File: config.mk
export PLATFORM = sky130hd
export DESIGN_NAME = param_decoder
export DESIGN_NICKNAME = d
export VERILOG_FILES = /design/src/rtl/param_decoder.sv
export SDC_FILE = /design/constraint.sdc
export NUM_CORES = 1
export LEC_CHECK = 0
export BUFFER_PORTS_ARGS = -buffer_cell sky130_fd_sc_hd__buf_2
export CAP_MARGIN = 20
export CELL_PAD_IN_SITES_DETAIL_PLACEMENT = 1
export CELL_PAD_IN_SITES_GLOBAL_PLACEMENT = 1
export CORE_AREA = 2 2 39 41
export CTS_CLUSTER_DIAMETER = 150
export DETAILED_ROUTE_END_ITERATION = 10
export DIE_AREA = 0 0 41 43
export HOLD_SLACK_MARGIN = 0.08
export PLACE_DENSITY_LB_ADDON = 0.12
export SYNTH_ARGS = -nofsm -noshare
export SYNTH_HDL_FRONTEND = slang
export SYNTH_SLANG_ARGS = --single-unit
File: constraint.sdc
create_clock -name clk -period 0.8 [get_ports clk]
set_input_delay 0.08 -clock clk [delete_from_list [all_inputs] [get_ports clk]]
set_output_delay 0.08 -clock clk [all_outputs]
set_load 0.005 [all_outputs]
File: src/rtl/param_decoder.sv
// param_decoder: registered binary-to-one-hot decoder with enable.
// An IN_WIDTH-bit index selects one of OUT_WIDTH lines. The one-hot result,
// valid and range_err appear one clock after the inputs are sampled.
module param_decoder #(
    parameter int IN_WIDTH  = 2,
    parameter int OUT_WIDTH = 4
) (
    input  logic                 clk,
    input  logic                 rst_n,
    input  logic [IN_WIDTH-1:0]  in,
    input  logic                 enable,
    output logic [OUT_WIDTH-1:0] out,
    output logic                 valid,
    output logic                 range_err
);

    // Reject configurations where the output lines cannot all be addressed
    // or where the index has no bits at all.
    if (IN_WIDTH < 1 || OUT_WIDTH < 1 || OUT_WIDTH > (1 << IN_WIDTH)) begin : g_bad_cfg
        $error("param_decoder: need IN_WIDTH>=1 and 1<=OUT_WIDTH<=2**IN_WIDTH");
    end

    logic [OUT_WIDTH-1:0] hit;
    logic [OUT_WIDTH-1:0] out_d,       out_q;
    logic                 valid_d,     valid_q;
    logic                 range_err_d, range_err_q;

    // One comparator per output line. Gating with enable first keeps an X/Z
    // index from leaking into the result while the decoder is disabled.
    for (genvar i = 0; i < OUT_WIDTH; i++) begin : g_line
        localparam logic [IN_WIDTH-1:0] IDX = IN_WIDTH'(i);
        assign hit[i] = enable && (in == IDX);
    end

    // Next-state: an enabled index with no matching line is out of range.
    always_comb begin
        out_d       = '0;
        valid_d     = 1'b0;
        range_err_d = 1'b0;
        if (enable) begin
            out_d       = hit;
            valid_d     = |hit;
            range_err_d = ~(|hit);
        end
    end

    // Output registers with asynchronous clear.
    always_ff @(posedge clk or negedge rst_n) begin
        if (!rst_n) begin
            out_q       <= '0;
            valid_q     <= 1'b0;
            range_err_q <= 1'b0;
        end else begin
            out_q       <= out_d;
            valid_q     <= valid_d;
            range_err_q <= range_err_d;
        end
    end

    assign out       = out_q;
    assign valid     = valid_q;
    assign range_err = range_err_q;

endmodule

==> results of run 1 <==
-- Yosys cell counts --
cell type | instances | area, um^2
and3_2 | 1 | 7.51
conb_1 | 1 | 3.75
and3b_1 | 2 | 17.5
nor3b_2 | 1 | 12.5
clkbuf_1 | 1 | 3.75
dfrtp_1 | 6 | 150
-- registers in the layout, indices dropped and copies added, names as in the netlist --
signal	flops
range_err	1
out	4
valid	1
-- kinds of logic (layout without fill, tap and decap cells) --
| kind of cell | after synthesis | in the layout | synth area share |
|---|---|---|---|
| buffers and inverters | 1 | 17 | 0.0192 |
| DFF | 6 | 6 | 0.769 |
| and+or+nand+nor | 4 | 4 | 0.192 |
| other | 1 | 1 | 0.0192 |
-- metrics by stage --
step                      total power (uW)  std cells
after global routing                   690         44
after floorplan                        337         12
after global placement                 368         37
final                                  641         44
after detailed placement               369         37
after CTS                              661         44
-- where the power goes --
group | internal, uW | total (uW) | leakage [uW] | switching, uW
combinational | 34.6 | 57.6 | 0.0000867 | 23.0
clock | 169 | 263 | 0.0000138 | 94.6
sequential | 317 | 320 | 0.0000771 | 2.64
-- metal layers --
metal  up-vias  track usage  share of wire
li1         69            -              -
met4         0        0.120              0
met1        61       0.0464           0.37
met2         8       0.0563           0.52
met5         -            0              0
met3         0       0.0366           0.10
-- what timing repair did --
item                                    in CTS  in global routing
endpoints found under the hold margin        8                  0
endpoints found under the setup margin       3                  6
hold buffers                                 4                  0
pin swaps                                    0                  0
-- final cells by class --
type,instances,area [um^2],share of cell area
timing repair buffer,14,90.1,0.278
sequential,6,150,0.463
multi-input combinational,5,41.3,0.127
tap,16,20.0,0.0618
clock buffer,3,22.5,0.0695
-- placed cells by master (no fill, tap or decap) --
master,synthesis,routed
buf_2,0,10
dfrtp_1,6,6
dlygate4sd3_1,0,4
clkbuf_4,0,3
and3b_1,2,2
nor3b_2,1,1
and3_2,1,1
conb_1,1,1
-- worst max path at each step --
stage	depth (start not counted)	slack, ns	start	endpoint
after global routing	1	-0.03	range_err	range_err
final	1	0.006	range_err	range_err
after detailed placement	1	0.25	range_err	range_err
after floorplan	0	0.37	out[0]	out[0]
after global placement	1	0.27	out[3]	out[3]
after CTS	1	-0.009	range_err	range_err
==> results.sh, run 1 <==
export IMPL_dieHeight_um=43
export IMPL_antenna_left=0
export IMPL_crit_family="flip-flops"
export IMPL_synth_fp_nets=17
export IMPL_ys_types=6
export IMPL_ios=11
export IMPL_finalHoldViolations=0
export IMPL_setup_slack_ns=0.00568
export IMPL_rsz0062_at_grt="true"
export IMPL_nets=35
export IMPL_crit_path_max_incr_delay_ns=0.36
export IMPL_slowest_stage="dfrtp_1"
export IMPL_clock_sinks=6
export IMPL_place_area_um2=262
export IMPL_setup_viol=0
export IMPL_required_ns=0.72
export IMPL_layout_min_cycle_time_ns=0.794
export IMPL_cts_buffers=3
export IMPL_cts_resized=0
export IMPL_grt_first_pass_wirelength_um=538
export IMPL_wl_um=342
export IMPL_worstSetupStartpointType="flop"
export IMPL_clock_path_buffers=2
export IMPL_drt_iter0_drc=0
export IMPL_die_area_um2=1760
export IMPL_crit_path_end_kind="output pin"
export IMPL_post_route_util=0.234
export IMPL_max_vdd_ir_drop_v=0.000364
export IMPL_leakage_uw=0.000178
export IMPL_maxCapViolations=0
export IMPL_antennaDiodeCount=0
export IMPL_drive_gt1_frac=0.536
export IMPL_fin_crit_sh=0.993
export IMPL_hpwl_um=281
export IMPL_power_density_nw_per_um2=1980
export IMPL_whs_path_depth=2
export IMPL_hold_path_endpoint="out[2]"
export IMPL_syn_inst=12
export IMPL_place_congestion=0.555
export IMPL_coreArea_um2=1380
export IMPL_whs_ns=0.127
export IMPL_fill_cells=161
export IMPL_yosys_warnings=0
export IMPL_first_global_vias=134
export IMPL_setup_tns_ns=0
export IMPL_cp_cell_sequence="buf_2"
export IMPL_vias_per_cell=3.14
export IMPL_syn2layout_area_growth_pct=66.0
export IMPL_worstHoldStart="in[1]"
export IMPL_grtUsageTotal=0.0578
export IMPL_slew_violations=0
export IMPL_crit_buf_inv=1
export IMPL_netlist_area_um2=195
export IMPL_fmax_mhz=1260
export IMPL_tritoncts="done"
export IMPL_io_buffers=10
export IMPL_clk_pin_slew_ns=0.04
export IMPL_grt_max_degree=7
export IMPL_post_cts_repair_setup_buffers=0
export IMPL_rows=14
export IMPL_num_vias=138
export IMPL_chipWidth_um=41
export IMPL_fin_area_um2=324
export IMPL_antenna_found_initial=0
export IMPL_critPathMaxFanout=1
export IMPL_criticalPathCategory="flop to output pin"
export IMPL_worstPathArrival_ns=0.71
export IMPL_ctsRootBufferMaster="clkbuf_4"
export IMPL_first_pass_iters=1
export IMPL_drt_wirelength_per_cell_um=7.77
export IMPL_start_util=0.141
export IMPL_ys_seq_area_frac=0.769
export IMPL_grt_overflow=0
export IMPL_cts_htree_levels=1
export IMPL_dp_slack_ns=0.254
export IMPL_status="finished clean"
export IMPL_postSynthAreaPerCell_um2=16.3
export IMPL_synth_seq_cells=6
export IMPL_post_route_drc_count=0
export IMPL_hp_class="primary input to flop"
Power figures use the tool's default switching activity.
==> run 2: changes to the inputs <==
--- a/config.mk
+++ b/config.mk
@@ -5,7 +5,7 @@
 export SDC_FILE = /design/constraint.sdc
 export NUM_CORES = 1
 export LEC_CHECK = 0
-export BUFFER_PORTS_ARGS = -buffer_cell sky130_fd_sc_hd__buf_2
+export BUFFER_PORTS_ARGS = -buffer_cell sky130_fd_sc_hd__clkbuf_2
 export CAP_MARGIN = 20
 export CELL_PAD_IN_SITES_DETAIL_PLACEMENT = 1
 export CELL_PAD_IN_SITES_GLOBAL_PLACEMENT = 1
==> run 2 against run 1 <==
Combinational power shrank 3%. Die area did not move. Power is 0.19% lower. Global-route usage is 0.10 points higher. Critical endpoint unchanged.
==> results.sh, run 2 (synthesis results as in run 1) <==
export IMPL_status="finished clean"
export IMPL_layout_common_cells="9 x clkbuf_2, 6 x dfrtp_1, 4 x dlygate4sd3_1"
export IMPL_first_pass_iters=1
export IMPL_place_congestion=0.564
export IMPL_worstSetupStartpointType="flop"
export IMPL_antennaDiodeCount=0
export IMPL_antenna_left=0
export IMPL_post_route_drc_count=0
export IMPL_tritoncts="done"
export IMPL_drt_wirelength_per_cell_um=8.47
export IMPL_start_util=0.141
export IMPL_rows=14
export IMPL_grt_first_pass_wirelength_um=572
export IMPL_setup_viol=0
export IMPL_cts_buffers=3
export IMPL_power_density_nw_per_um2=2000
export IMPL_rsz0062_at_grt="true"
export IMPL_clk_pin_slew_ns=0.04
export IMPL_layout_commonest_cell="clkbuf_2"
export IMPL_post_route_util=0.231
export IMPL_die_area_um2=1760
export IMPL_fill_cells=170
export IMPL_critPathMaxFanout=1
export IMPL_num_vias=142
export IMPL_whs_ns=0.139
export IMPL_max_vdd_ir_drop_v=0.000443
export IMPL_leakage_uw=0.000172
export IMPL_layout_min_cycle_time_ns=0.782
export IMPL_grt_overflow=0
export IMPL_clock_path_buffers=2
export IMPL_io_buffers=10
export IMPL_totalPowerFinal_uw=640
export IMPL_instances_no_fill=43
export IMPL_maxCapViolations=0
export IMPL_criticalPathCategory="flop to output pin"
export IMPL_dieHeight_um=43
export IMPL_coreArea_um2=1380
export IMPL_cp_cell_sequence="clkbuf_2"
export IMPL_cp_depth=1
export IMPL_slowest_stage="dfrtp_1"
export IMPL_vias_per_cell=3.30
export IMPL_drt_iter0_drc=0
export IMPL_drive_gt1_frac=0.519
export IMPL_fin_crit_sh=0.977
export IMPL_nets=34
export IMPL_placedCellCount=37
export IMPL_slew_violations=0
export IMPL_multi_input_area_um2=41.3
export IMPL_crit_path_end_kind="output pin"
export IMPL_crit_buf_inv=1
export IMPL_clock_sinks=6
export IMPL_cts_htree_levels=1
export IMPL_syn2layout_area_growth_pct=63.5
export IMPL_crit_path_max_incr_delay_ns=0.36
export IMPL_post_cts_repair_setup_buffers=0
export IMPL_hpwl_um=279
export IMPL_crit_family="flip-flops"
export IMPL_critPathLaunch="range_err"
export IMPL_grt_max_degree=7
export IMPL_grtUsageTotal=0.0588
export IMPL_wl_um=364
export IMPL_antenna_found_initial=0
export IMPL_chipWidth_um=41
export IMPL_required_ns=0.72
export IMPL_largest_reg_flops=4
export IMPL_ios=11
export IMPL_first_global_vias=167
export IMPL_hp_class="primary input to flop"
export IMPL_worstPathArrival_ns=0.70
export IMPL_setup_worst_path_end="range_err"
export IMPL_ctsRootBufferMaster="clkbuf_4"
export IMPL_layout_area_seq_um2=150
export IMPL_fmax_mhz=1280
export IMPL_finalHoldViolations=0
export IMPL_setup_tns_ns=0
==> run 2: changes by cell type in the layout (fill, tap and decap cells not counted), sizes merged <==
cell and change:
clkbuf +9, buf -10
==> run 2: cell type report <==
class / count / area share
sequential: 6 / 0.471
timing repair buffer: 13 / 0.267
multi-input combinational: 5 / 0.129
clock buffer: 3 / 0.0706
tap: 16 / 0.0627
==> run 2: worst min path at each step <==
stage,cells after the start,from,endpoint
finish,2,in[0],out[1]
detailed placement,1,rst_n,out[1]
floorplan,0,rst_n,out[0]
global route,2,in[0],out[1]
global placement,1,rst_n,out[1]
CTS,2,in[1],out[2]
==> run 2: report_power, final <==
group	total [uW]	internal [uW]	switching (uW)
clock	263	169	94.1
combinational	55.8	32.9	22.9
sequential	321	318	3.55
==> run 2: metrics by stage <==
stage | cell area (um^2) | setup slack, ns
4_1_cts | 324 | 0.00392
2_1_floorplan | 195 | 0.371
3_3_place_gp | 262 | 0.276
5_1_grt | 319 | -0.0155
6_report | 319 | 0.0184
3_5_place_dp | 262 | 0.267
==> run 2: routing by layer <==
metal / vias up / track usage / part of all wire
li1: 68 / - / -
met5: - / 0 / 0
met3: 0 / 0.0314 / 0.096
met1: 66 / 0.0464 / 0.38
met4: 0 / 0.100 / 0
met2: 8 / 0.0719 / 0.52
==> run 2: what timing repair did <==
item                                   CTS  global route
gates resized for setup                  0             0
hold buffers                             4             0
endpoints found under the hold margin    8             0
setup endpoints to repair                0             9
==> run 3: changes to the inputs <==
--- a/config.mk
+++ b/config.mk
@@ -6,7 +6,6 @@
 export NUM_CORES = 1
 export LEC_CHECK = 0
 export BUFFER_PORTS_ARGS = -buffer_cell sky130_fd_sc_hd__clkbuf_2
-export CAP_MARGIN = 20
 export CELL_PAD_IN_SITES_DETAIL_PLACEMENT = 1
 export CELL_PAD_IN_SITES_GLOBAL_PLACEMENT = 1
 export CORE_AREA = 2 2 39 41
==> constraint.sdc (replaced) <==
create_clock -name clk -period 0.95 [get_ports clk]
set_input_delay 0.095 -clock clk [delete_from_list [all_inputs] [get_ports clk]]
set_output_delay 0.095 -clock clk [all_outputs]
set_load 0.005 [all_outputs]
==> run 3 against run 2 <==
Via count down 0.70%. Wire length down 10%. Utilization up 0.36 points. Cell count up 2.3%.
==> results.sh, run 3 (synthesis results as in run 1) <==
export IMPL_setup_slack_ns=0.121
export IMPL_ios=11
export IMPL_fin_area_um2=324
export IMPL_first_global_vias=147
export IMPL_io_buffers=10
export IMPL_tritoncts="done"
export IMPL_first_pass_iters=1
export IMPL_multi_input_area_um2=41.3
export IMPL_setup_tns_ns=0
export IMPL_leakage_uw=0.000176
export IMPL_setup_viol=0
export IMPL_grt_first_pass_wirelength_um=510
export IMPL_worstPathArrival_ns=0.95
export IMPL_antenna_left=0
export IMPL_hp_class="primary input to asynchronous set/reset pin"
export IMPL_place_congestion=0.564
export IMPL_coreArea_um2=1380
export IMPL_slew_violations=0
export IMPL_die_area_um2=1760
export IMPL_layout_commonest_cell="clkbuf_2"
export IMPL_wl_um=326
export IMPL_layout_common_cells="10 x clkbuf_2, 6 x dfrtp_1, 4 x dlygate4sd3_1"
export IMPL_criticalPathCategory="primary input to flop"
export IMPL_largest_reg_flops=4
export IMPL_place_area_um2=262
export IMPL_worstSetupStartpointType="primary input"
export IMPL_num_vias=141
export IMPL_drive_gt1_frac=0.536
export IMPL_grtUsageTotal=0.0537
export IMPL_fill_cells=171
export IMPL_syn2layout_area_growth_pct=66.0
export IMPL_drt_iter0_drc=0
export IMPL_instances_no_fill=44
export IMPL_cts_htree_levels=1
export IMPL_fmax_mhz=1210
export IMPL_clock_path_buffers=2
export IMPL_dieHeight_um=43
export IMPL_clock_sinks=6
export IMPL_crit_path_end_kind="flop"
export IMPL_fin_crit_sh=0.873
export IMPL_drt_wirelength_per_cell_um=7.41
export IMPL_critPathLaunch="in[0]"
export IMPL_grt_max_degree=7
export IMPL_start_util=0.141
export IMPL_max_vdd_ir_drop_v=0.000373
export IMPL_clk_pin_slew_ns=0.04
export IMPL_rsz0062_at_grt="false"
export IMPL_layout_min_cycle_time_ns=0.829
export IMPL_post_route_drc_count=0
export IMPL_grt_overflow=0
export IMPL_rows=14
export IMPL_antenna_found_initial=0
export IMPL_vias_per_cell=3.20
export IMPL_dp_slack_ns=0.402
export IMPL_critPathMaxFanout=4
export IMPL_maxCapViolations=0
export IMPL_required_ns=1.07
export IMPL_power_density_nw_per_um2=1670
export IMPL_nets=35
export IMPL_cts_buffers=3
export IMPL_ctsRootBufferMaster="clkbuf_4"
export IMPL_chipWidth_um=41
export IMPL_layout_area_seq_um2=150
export IMPL_status="finished clean"
export IMPL_post_cts_repair_setup_buffers=0
export IMPL_placedCellCount=37
export IMPL_antennaDiodeCount=0
export IMPL_finalHoldViolations=0
export IMPL_hpwl_um=279
[run 3: changes by cell type in the layout (fill, tap and decap cells not counted)]
cell	before	now
clkbuf_2	9	10
[run 3: per-stage QoR]
step	hold slack [ns]	total power [uW]	utilization
after floorplan	-0.201	284	-
after global placement	-0.0742	310	0.189
after detailed placement	-0.0747	311	0.189
after CTS	0.214	557	0.234
after global routing	0.228	575	0.234
final	0.215	540	0.234
[run 3: repair_timing]
| item | in CTS | in global routing |
|---|---|---|
| resized for setup | 0 | 0 |
| hold buffers | 4 | 0 |
| endpoints found under the hold margin | 8 | 0 |
[run 3: metal layers]
metal | part of all wire | vias to the layer above | global-route usage
li1 | - | 69 | -
met1 | 0.38 | 64 | 0.0430
met2 | 0.52 | 8 | 0.0594
met3 | 0.095 | 0 | 0.0314
met4 | 0 | 0 | 0.100
met5 | 0 | - | 0
[run 3: cell type report]
type | count | share of cell area
repair buffers | 14 | 0.278
clock buffers | 3 | 0.0695
well taps | 16 | 0.0618
flip-flops and latches | 6 | 0.463
multi-input cells | 5 | 0.127
[run 3: power breakdown]
group | switching (uW) | internal (uW)
combinational | 18.9 | 28.8
sequential | 2.99 | 267
clock | 79.4 | 142
total | 101 | 438
[run 3: worst max-delay path, cell delays in order]
cell	delay, ns
dlygate4sd3_1	0.53
clkbuf_2	0.12
and3_2	0.20
[run 3: path summary, 6_finish.rpt]
| path | to | slack (ns) | cells after the start |
|---|---|---|---|
| worst max-delay path | out[3] | 0.12 | 3 |
| worst min-delay path | out[1] | 0.22 | 2 |
| max in group asynchronous | out[3] | 0.59 | 2 |
| min in group clk | valid | 0.54 | 2 |
